===== src/rtl/float_to_fixed_seq.sv =====
// Sequential float16 -> signed fixed 8.8 converter with a start/done handshake.
// Mantissa alignment uses a serial 1-bit-per-cycle shifter, so latency tracks the exponent.
module float_to_fixed_seq #(
  parameter logic [15:0] NAN_VAL = 16'h0000
) (
  input  logic        clk,
  input  logic        reset,
  input  logic        start,
  input  logic [15:0] flt_in,
  output logic [15:0] fix_out,
  output logic        done,
  output logic        busy,
  output logic        ovf
);

  typedef enum logic [2:0] {
    S_IDLE,
    S_DECODE,
    S_SHIFT,
    S_FINISH,
    S_DONE
  } state_t;

  state_t      state;
  state_t      state_next;

  logic        s_q;
  logic [4:0]  e_q;
  logic [9:0]  m_q;
  logic [15:0] mag;
  logic        shift_left;
  logic [3:0]  count;
  logic        special;
  logic [15:0] special_val;

  logic        dec_nan;
  logic        dec_sat;
  logic        dec_left;
  logic [3:0]  dec_n;

  always_ff @(posedge clk) begin
    if (reset) state <= S_IDLE;
    else       state <= state_next;
  end

  // SHIFT is always entered once and stays until the down-counter hits zero.
  always_comb begin
    state_next = state;
    case (state)
      S_IDLE:   if (start) state_next = S_DECODE;
      S_DECODE: state_next = S_SHIFT;
      S_SHIFT:  if (count == 4'd0) state_next = S_FINISH;
      S_FINISH: state_next = S_DONE;
      S_DONE:   state_next = S_IDLE;
      default:  state_next = S_IDLE;
    endcase
  end

  assign done = (state == S_DONE);
  assign busy = (state != S_IDLE);

  // Value is {1,m} * 2^(e-17) in 8.8 units; e=22 only fits for exactly -128.
  always_comb begin
    dec_nan  = (e_q == 5'd31) && (m_q != 10'd0);
    dec_sat  = !dec_nan && ((e_q > 5'd22) ||
               ((e_q == 5'd22) && (!s_q || (m_q != 10'd0))));
    dec_left = (e_q >= 5'd17);
    dec_n    = 4'd0;
    if ((e_q == 5'd0) || dec_nan || dec_sat) dec_n = 4'd0;
    else if (dec_left)                       dec_n = 4'(e_q - 5'd17);
    else if (e_q <= 5'd6)                    dec_n = 4'd11;
    else                                     dec_n = 4'(5'd17 - e_q);
  end

  always_ff @(posedge clk) begin
    if (reset) begin
      s_q         <= 1'b0;
      e_q         <= 5'd0;
      m_q         <= 10'd0;
      mag         <= 16'd0;
      shift_left  <= 1'b0;
      count       <= 4'd0;
      special     <= 1'b0;
      special_val <= 16'd0;
      fix_out     <= 16'd0;
      ovf         <= 1'b0;
    end else begin
      case (state)
        S_IDLE: begin
          if (start) begin
            s_q <= flt_in[15];
            e_q <= flt_in[14:10];
            m_q <= flt_in[9:0];
          end
        end
        S_DECODE: begin
          mag         <= (e_q == 5'd0) ? 16'd0 : {5'b0, 1'b1, m_q};
          shift_left  <= dec_left;
          count       <= dec_n;
          special     <= dec_nan | dec_sat;
          special_val <= dec_nan ? NAN_VAL : (s_q ? 16'h8000 : 16'h7FFF);
        end
        S_SHIFT: begin
          if (count != 4'd0) begin
            mag   <= shift_left ? (mag << 1) : (mag >> 1);
            count <= count - 4'd1;
          end
        end
        S_FINISH: begin
          if (special) begin
            fix_out <= special_val;
            ovf     <= 1'b1;
          end else begin
            fix_out <= s_q ? (~mag + 16'd1) : mag;
            ovf     <= 1'b0;
          end
        end
        default: ;
      endcase
    end
  end

endmodule


===== config.mk =====
export PLATFORM = sky130hd
export DESIGN_NAME = float_to_fixed_seq
export DESIGN_NICKNAME = d
export VERILOG_FILES = /design/src/rtl/float_to_fixed_seq.sv
export SDC_FILE = /design/constraint.sdc
export NUM_CORES = 1
export LEC_CHECK = 0
export CAP_MARGIN = 10
export CORE_ASPECT_RATIO = 1.25
export CORE_MARGIN = 4
export CORE_UTILIZATION = 50
export CTS_CLUSTER_SIZE = 30
export DETAILED_ROUTE_END_ITERATION = 8
export GPL_ROUTABILITY_DRIVEN = 0
export PLACE_DENSITY = 0.72
export SYNTH_ARGS = -nofsm -noshare
export SYNTH_HDL_FRONTEND = slang
export SYNTH_SLANG_ARGS = --single-unit

===== constraint.sdc =====
create_clock -name clk -period 2 [get_ports clk]
set_input_delay 0.4 -clock clk [delete_from_list [all_inputs] [get_ports clk]]
set_output_delay 0.4 -clock clk [all_outputs]
set_load 0.05 [all_outputs]

==> results by group <==
STA
  • Unrepaired setup endpoints after global routing: yes
  • FMAX: just over 500 MHz
  • Max-slew violation count: 0
  • Setup Skew: between 0.003 and 0.004 ns
  • Max-slew headroom: between 50% and 60%
  • Minimum clock period: just under 2 ns
  • Tcrit/Tclk final: between 90% and 100%
  • Tightest Pin Transition: between 0.6 and 0.7 ns
  • Final hold vios: 0
  • Final setup vio count: 0
  • Setup ws final: 0.0136 ns

Clock tree
  • H-tree lvl count: 3
  • Clk_lat worst skew: roughly 0.34 ns
  • Num CTS Buffers: 9
  • CTS max path bufs: 2
  • Root Buffer: clkbuf_8
  • Hold buffers post-CTS: 0
  • Clock transition at the registers of the reported paths: roughly 0.070 ns
  • CTS tree: built
  • Count of clock tree sinks: 60

Logic synthesis
  • Sequential cell area fraction in the yosys report: between 30 and 40%
  • Post-Syn Area: 3230 um2
  • Post-synth top area share: ~37%
  • Simple-gate portion of the synthesized area: 21.7%
  • Post-synth EDFFs: 0
  • Synth top area cells: dfxtp_1, nand2_1, mux2i_1
  • Avg Inst Size Synth: approximately 8.0 um2
  • Synth Area in Compound Gates: 19.9%
  • Largest area contributor in the netlist: dfxtp_1
  • Synth Area in XOR/XNOR: about 4%
  • Cells after Synth: between 400 and 500
  • Yosys cell types: 47
  • Largest family of logic cells by synthesized area: simple AND/OR/NAND/NOR gates
  • Top cells by count, synth: nand2_1, dfxtp_1, nor2_1
  • Ys flop type: dfxtp_1
  • Post-synth ARST share: 0%
  • Synth Net Count: ~430
  • Synth Area in Adders: 3.10%
  • Most common cell in the netlist: nand2_1
  • Yosys reg bits: 60
  • Multiplexer share of the synthesized area: under 10%
  • Yosys Warn Count: 0

Worst setup path
  • Worst path buffer plus inverter count: 2
  • Critical Path AT: around 2.2 ns
  • Reg2Reg Capture Point: mag[3]
  • Worst Path Required: about 2.3 ns
  • Slowest stage delay, CP: 0.41 ns
  • Reg2reg setup slack: between 0.01 and 0.015 ns
  • Worst-path fanout max: 8
  • Worst path cell trace: inv_2 > ha_4 > nor3b_4 > or3b_4 > a21oi_4 > clkbuf_16 > nor2_1 > a211oi_2
  • CP top delay family: simple AND/OR/NAND/NOR gates
  • Crit Path Class: flip-flop to flip-flop
  • Startpoint types: flip-flop
  • Reg-to-reg startpoint: count[0]
  • Critical path's slowest cell: or3b_4
  • CP endpoint kind: flip-flop
  • Number of cells on the worst reg-to-reg path: 8

GRT
  • Layer with the highest usage: met2
  • Largest net degree at the start of global routing: 43
  • GR Overflow Total: 0
  • Met2 global-route usage: ~33%
  • Met3 Use GR: ~4.0%
  • GRT Total Usage: ~19%
  • Number of global-route vias before repair: 2755
  • Antenna violations before repair: 0
  • First-pass GRT wire length: roughly 12000 um
  • M1 GR Usage: a little under a quarter

Placed design
  • I/O Buffers: 37
  • Cells after DPL: around 520
  • Pre-CTS WS: -0.00984 ns
  • Dpl hpwl: between 4000 and 5000 um

Floorplan
  • Starting Density: 51.7%
  • Die height: ~98 um
  • Die area: between 7000 and 8000 um2
  • Die width: between 70 and 80 um
  • I/O pins: 38
  • Row cnt: 32
  • Core area: around 6200 um2

Layout
  • Nets: 474
  • Reg area: between 1000 and 1500 um2
  • Fin util: between 60 and 70%
  • Fin cells: 537
  • Filler instances: ~560
  • Share of layout cells above drive strength 1: ~16%
  • P&R area growth vs syn: 26.6%
  • Multi-input logic area: between 1500 and 2000 um2
  • Ant. Diodes: 0

Route
  • Detailed Route WL: 7340 um
  • Drt drc: 0
  • Via count: approximately 2900
  • Number of DRC markers in iteration 0: 160
  • ANT nets after route: 0
  • First-pass iteration count of the detailed router: 4
  • Drt via density: roughly 5.4
  • Drt wl/cell: roughly 14 um

Pwr
  • Leakage power: 1.52 nW
  • VDD IR max: about 0.51 mV
  • Power Total: ~0.0035 W
  • P per Cell Area: 852 nW/um2

Hold path
  • Min-delay worst type: flip-flop to flip-flop
  • Worst hold stages: 2
  • Hold_sp: fix_out[8]
  • Worst hold endpoint: fix_out[8]

Run status
  • Outcome: finished clean

Run
  • MaxCap Viol Count: 0
-- flip-flops by register name (all words and copies together), names as in the netlist --
signal / flops
count: 4
e_q: 5
fix_out: 16
m_q: 10
mag: 16
ovf: 1
s_q: 1
shift_left: 1
special: 1
special_val: 2
state: 3
-- worst max path at each step --
stage / from / end / slack [ns] / cells after the start
floorplan: count[0] / mag[10] / 0.01 / 8
global placement: count[0] / mag[15] / 0.06 / 8
global route: count[1] / count[0] / -0.04 / 8
detailed placement: count[0] / mag[15] / -0.01 / 8
finish: count[0] / mag[3] / 0.01 / 8
CTS: count[0] / mag[0] / 0.04 / 9
-- worst reg2reg max path, delay by kind of cell (launching register included) --
| kind | cells | cell delay, ns |
|---|---|---|
| AND/OR/NAND/NOR | 3 | 0.61 |
| AO/OA/AOI/OAI | 2 | 0.51 |
| flip-flops | 1 | 0.35 |
| buffers and inverters | 2 | 0.28 |
| adder cells (fa/ha/maj) | 1 | 0.15 |
-- stage by stage --
| step | setup TNS [ns] | hold slack [ns] | area (um2) |
|---|---|---|---|
| after CTS | 0 | 0.445 | 4010 |
| after detailed placement | -0.0212 | 0.434 | 3750 |
| final | 0 | 0.440 | 4090 |
| after global routing | -0.365 | 0.457 | 4090 |
| after floorplan | 0 | 0.432 | 3240 |
| after global placement | 0 | 0.425 | 3750 |
-- cell type report --
| class | instances | area share [%] |
|---|---|---|
| Multi-Input combinational cell | 299 | 46.4 |
| Sequential cell | 60 | 29.4 |
| Timing Repair Buffer | 66 | 15.6 |
| Tap cell | 85 | 2.60 |
| Inverter | 11 | 1.01 |
| Clock inverter | 4 | 1.16 |
| Clock buffer | 12 | 3.79 |
-- cells in the final DEF, fill, tap and decap left out, types with 3 or more instances in the layout --
master / instances
nand2_1: 68
dfxtp_1: 58
nor2_1: 45
a21oi_1: 35
clkdlybuf4s50_1: 35
buf_4: 27
mux2i_1: 22
xnor2_1: 14
a211oi_1: 13
o21ai_0: 13
clkbuf_8: 11
inv_1: 9
o21ai_1: 8
ha_1: 7
o31ai_1: 6
nand2b_1: 5
a31oi_1: 5
or3_1: 4
nor3_1: 3
nor4_1: 3
and2_1: 3
o41ai_2: 3
o211ai_1: 3
buf_12: 3
-- power by group --
part	internal (W)	switching, W	total, W
Combinational	0.000465	0.000536	0.00100
Clock	0.000639	0.000478	0.00112
Sequential	0.00128	0.0000861	0.00137
Total	0.00238	0.00110	0.00349
-- metal layers --
| layer | vias up | share of wire, % |
|---|---|---|
| met2 | 79 | 50 |
| met3 | 17 | 4.6 |
| met4 | 0 | 2.2 |
| met5 | - | 0 |
| met1 | 1337 | 43 |
| li1 | 1482 | - |
-- cells by family after synthesis --
family | Yosys count
mux | 24
fa+ha+maj | 8
simple gates | 153
flops | 60
buf+inv | 46
xor+xnor | 15
compound gates | 99
-- timing repair --
item	in CTS	in global routing
pin swaps	1	7
cloned	1	1
endpoints found under the setup margin	10	21
gates resized for setup	4	17
setup buffers	1	3
endpoints found under the hold margin	0	0
Power figures use the tool's default switching activity.
==> variant, RTL diff (config.mk and constraints unchanged) <==
Make the reset (`reset`) asynchronous in 2 clocked blocks.
--- a/src/rtl/float_to_fixed_seq.sv
+++ b/src/rtl/float_to_fixed_seq.sv
@@ -38,7 +38,7 @@
   logic        dec_left;
   logic [3:0]  dec_n;
 
-  always_ff @(posedge clk) begin
+  always_ff @(posedge clk or posedge reset) begin
     if (reset) state <= S_IDLE;
     else       state <= state_next;
   end
@@ -72,7 +72,7 @@
     else                                     dec_n = 4'(5'd17 - e_q);
   end
 
-  always_ff @(posedge clk) begin
+  always_ff @(posedge clk or posedge reset) begin
     if (reset) begin
       s_q         <= 1'b0;
       e_q         <= 5'd0;
Formal check against the unedited RTL: differs if reset is asserted again (counterexample within 4 cycles, from zero or initial values and one cycle with reset high); with reset held inactive, the same outputs for 10 cycles.
==> variant against the original RTL <==
  * Register-to-register slack improved by 80 ps
  * Non-clock buffer count rose by 9
  * Synthesized area rose by 2.9%
  * Clock skew rose by 3.9 ps
  * Sequential cell count did not move
  * First-iteration DRC count fell by 29%
  * Worst setup slack improved by 59 ps
  * Highest routed layer unchanged
  * Routed wire length rose by 0.12%
  * Utilization fell by 1.2 points
  * Critical path type is now reg -> out
  * Design area rose by 2.6%
  * Final cell count fell by 6.3%
Power is not compared: it rests on default switching activity, and its combinational part moved more than twofold at a synthesized area within 25%.
==> variant: results <==
export IMPL_async_flop_share_pct=100.0
export IMPL_htreeDepth=3
export IMPL_p_leak_nw=1.835
export IMPL_pre_cts_ws_ps=98.00
export IMPL_slowest_delay_ps=810
export IMPL_endpoint="fix_out[6]"
export IMPL_synth_warnings=0
export IMPL_yosysUniqueCellTypes=48
export IMPL_synth_flop_cell="dfrtp_1"
export IMPL_min_period_over_period_pct=96.37
export IMPL_grt_max_degree=61
export IMPL_drive_above_1_share_pct=21.15
export IMPL_dp_cells=486
export IMPL_numCtsBuffers=9
export IMPL_synthTopCellsByArea="dfrtp_1 45%, o21ai_0 5.9%, nand2_1 5.2%, mux2i_1 4.8%, mux2_2 4.7%"
export IMPL_firstDrtPassIters=4
export IMPL_crit_start="fix_out[6]"
export IMPL_diodes=0
export IMPL_hpwlAfterDp_um=5505
export IMPL_peakVddDrop_mv=0.9593
export IMPL_io_buffers=37
export IMPL_wl_um=7353
export IMPL_hp_class="in -> async"
export IMPL_tightest_slew_ps=498.9
export IMPL_reg_top3="fix_out x16, mag x16, m_q x10"
export IMPL_grt_pass1_vias=2789
export IMPL_yosys_top_cells_count="60 x dfrtp_1, 46 x nand2_1, 39 x o21ai_0, 22 x nor2_1"
export IMPL_vias_per_cell=5.475
export IMPL_crit_slowest_cell="clkdlybuf4s50_1"
export IMPL_antenna_found_initial=0
export IMPL_grt_pass1_wl_um=12840
export IMPL_arrival_ps=1530
export IMPL_clock_path_buffers=2
export IMPL_skew_ps=7.551
export IMPL_avgRoutedWirePerCell_um=14.62
export IMPL_r2r_end="fix_out[15]"
export IMPL_synth_nets=376
export IMPL_clk_pin_slew_ps=70
export IMPL_r2r_start="mag[2]"
export IMPL_path_max_fanout=2
export IMPL_synth_seq_area_share_pct=45.13
export IMPL_initialDrtViolationCount=113
export IMPL_r2r_slack_ps=90
export IMPL_cp_top_family="buffers and inverters"
export IMPL_cts_root_buf="clkbuf_8"
export IMPL_swShare_pct=45.06
export IMPL_dpl_instance_area_sq_mm=0.003996
export IMPL_reg2regPathDepth=5
export IMPL_netlist_instances=348
export IMPL_status="finished clean"
export IMPL_clkLatencyLatePin_ps=350
export IMPL_nNetsFinal=439
export IMPL_track_usage_pct=20.58
variant: changes by cell type in the layout (fill, tap and decap cells not counted), moves of 4 or more:
| cell | delta |
|---|---|
| a211oi_1 | -11 |
| a21oi_1 | -19 |
| buf_4 | +12 |
| dfrtp_1 | +60 |
| dfxtp_1 | -58 |
| mux2_2 | +13 |
| mux2i_1 | -6 |
| nand2_1 | -22 |
| nand3_1 | +4 |
| nor2_1 | -23 |
| o21ai_0 | +25 |
| o21ai_1 | -4 |
| o31ai_1 | +5 |
| xor2_1 | +4 |
variant: worst min-delay path by stage:
| stage | endpoint | slack, ps | depth (start not counted) |
|---|---|---|---|
| 6_report | fix_out[4] | 420 | 3 |
| 5_1_grt | fix_out[4] | 460 | 3 |
| 4_1_cts | mag[7] | 430 | 3 |
| 3_5_place_dp | fix_out[4] | 480 | 2 |
| 3_3_place_gp | ovf | 460 | 2 |
| 2_1_floorplan | special_val[15] | 450 | 2 |
variant: what timing repair did:
action / 4_1_cts / 5_1_grt
endpoints found under the setup margin: 0 / 12
buffers inserted: 0 / 1
resized for setup: 0 / 4
variant: cell families after synthesis:
| kind of cell | after synthesis | synth area share, % |
|---|---|---|
| fa+ha+maj | 9 | 3.385 |
| xor+xnor | 16 | 4.212 |
| mux | 30 | 9.552 |
| compound gates | 91 | 17.49 |
| flops | 60 | 45.13 |
| simple gates | 107 | 15.68 |
| buf+inv | 35 | 4.550 |
variant: layout make-up:
cell class	instances	area (sq um)
Sequential cell	60	1501
Multi-Input combinational cell	253	1697
Tap cell	87	108.9
Clock buffer	10	127.6
Fill cell	577	2326
Clock inverter	6	55.05
Inverter	12	45.04
Timing Repair Buffer	75	663.1
variant: power groups by stage:
stage / Clock (W) / Sequential [W] / Combinational [W]
floorplan: 0 / 0.00266 / 0.00265
global placement: 0 / 0.00217 / 0.00446
detailed placement: 0 / 0.00220 / 0.00456
CTS: 0.00106 / 0.00218 / 0.00458
global route: 0.00111 / 0.00226 / 0.00507
finish: 0.00104 / 0.00218 / 0.00460
variant: worst register-to-register path: stages (launching register included):
cell	delay, ps
dfrtp_1	370
or4_4	590
or2_4	290
o41ai_4	220
mux2i_1	240
nand3_1	90
variant: metal layers:
metal / vias to the layer above / part of all wire (%) / wire [um] / global-route usage [%]
met5: - / 0 / 0 / 0
met4: 0 / 2.5 / 184 / 9.753
met3: 17 / 4.7 / 346 / 4.348
met2: 71 / 51 / 3745 / 34.41
met1: 1306 / 42 / 3077 / 24.97
li1: 1360 / - / - / -
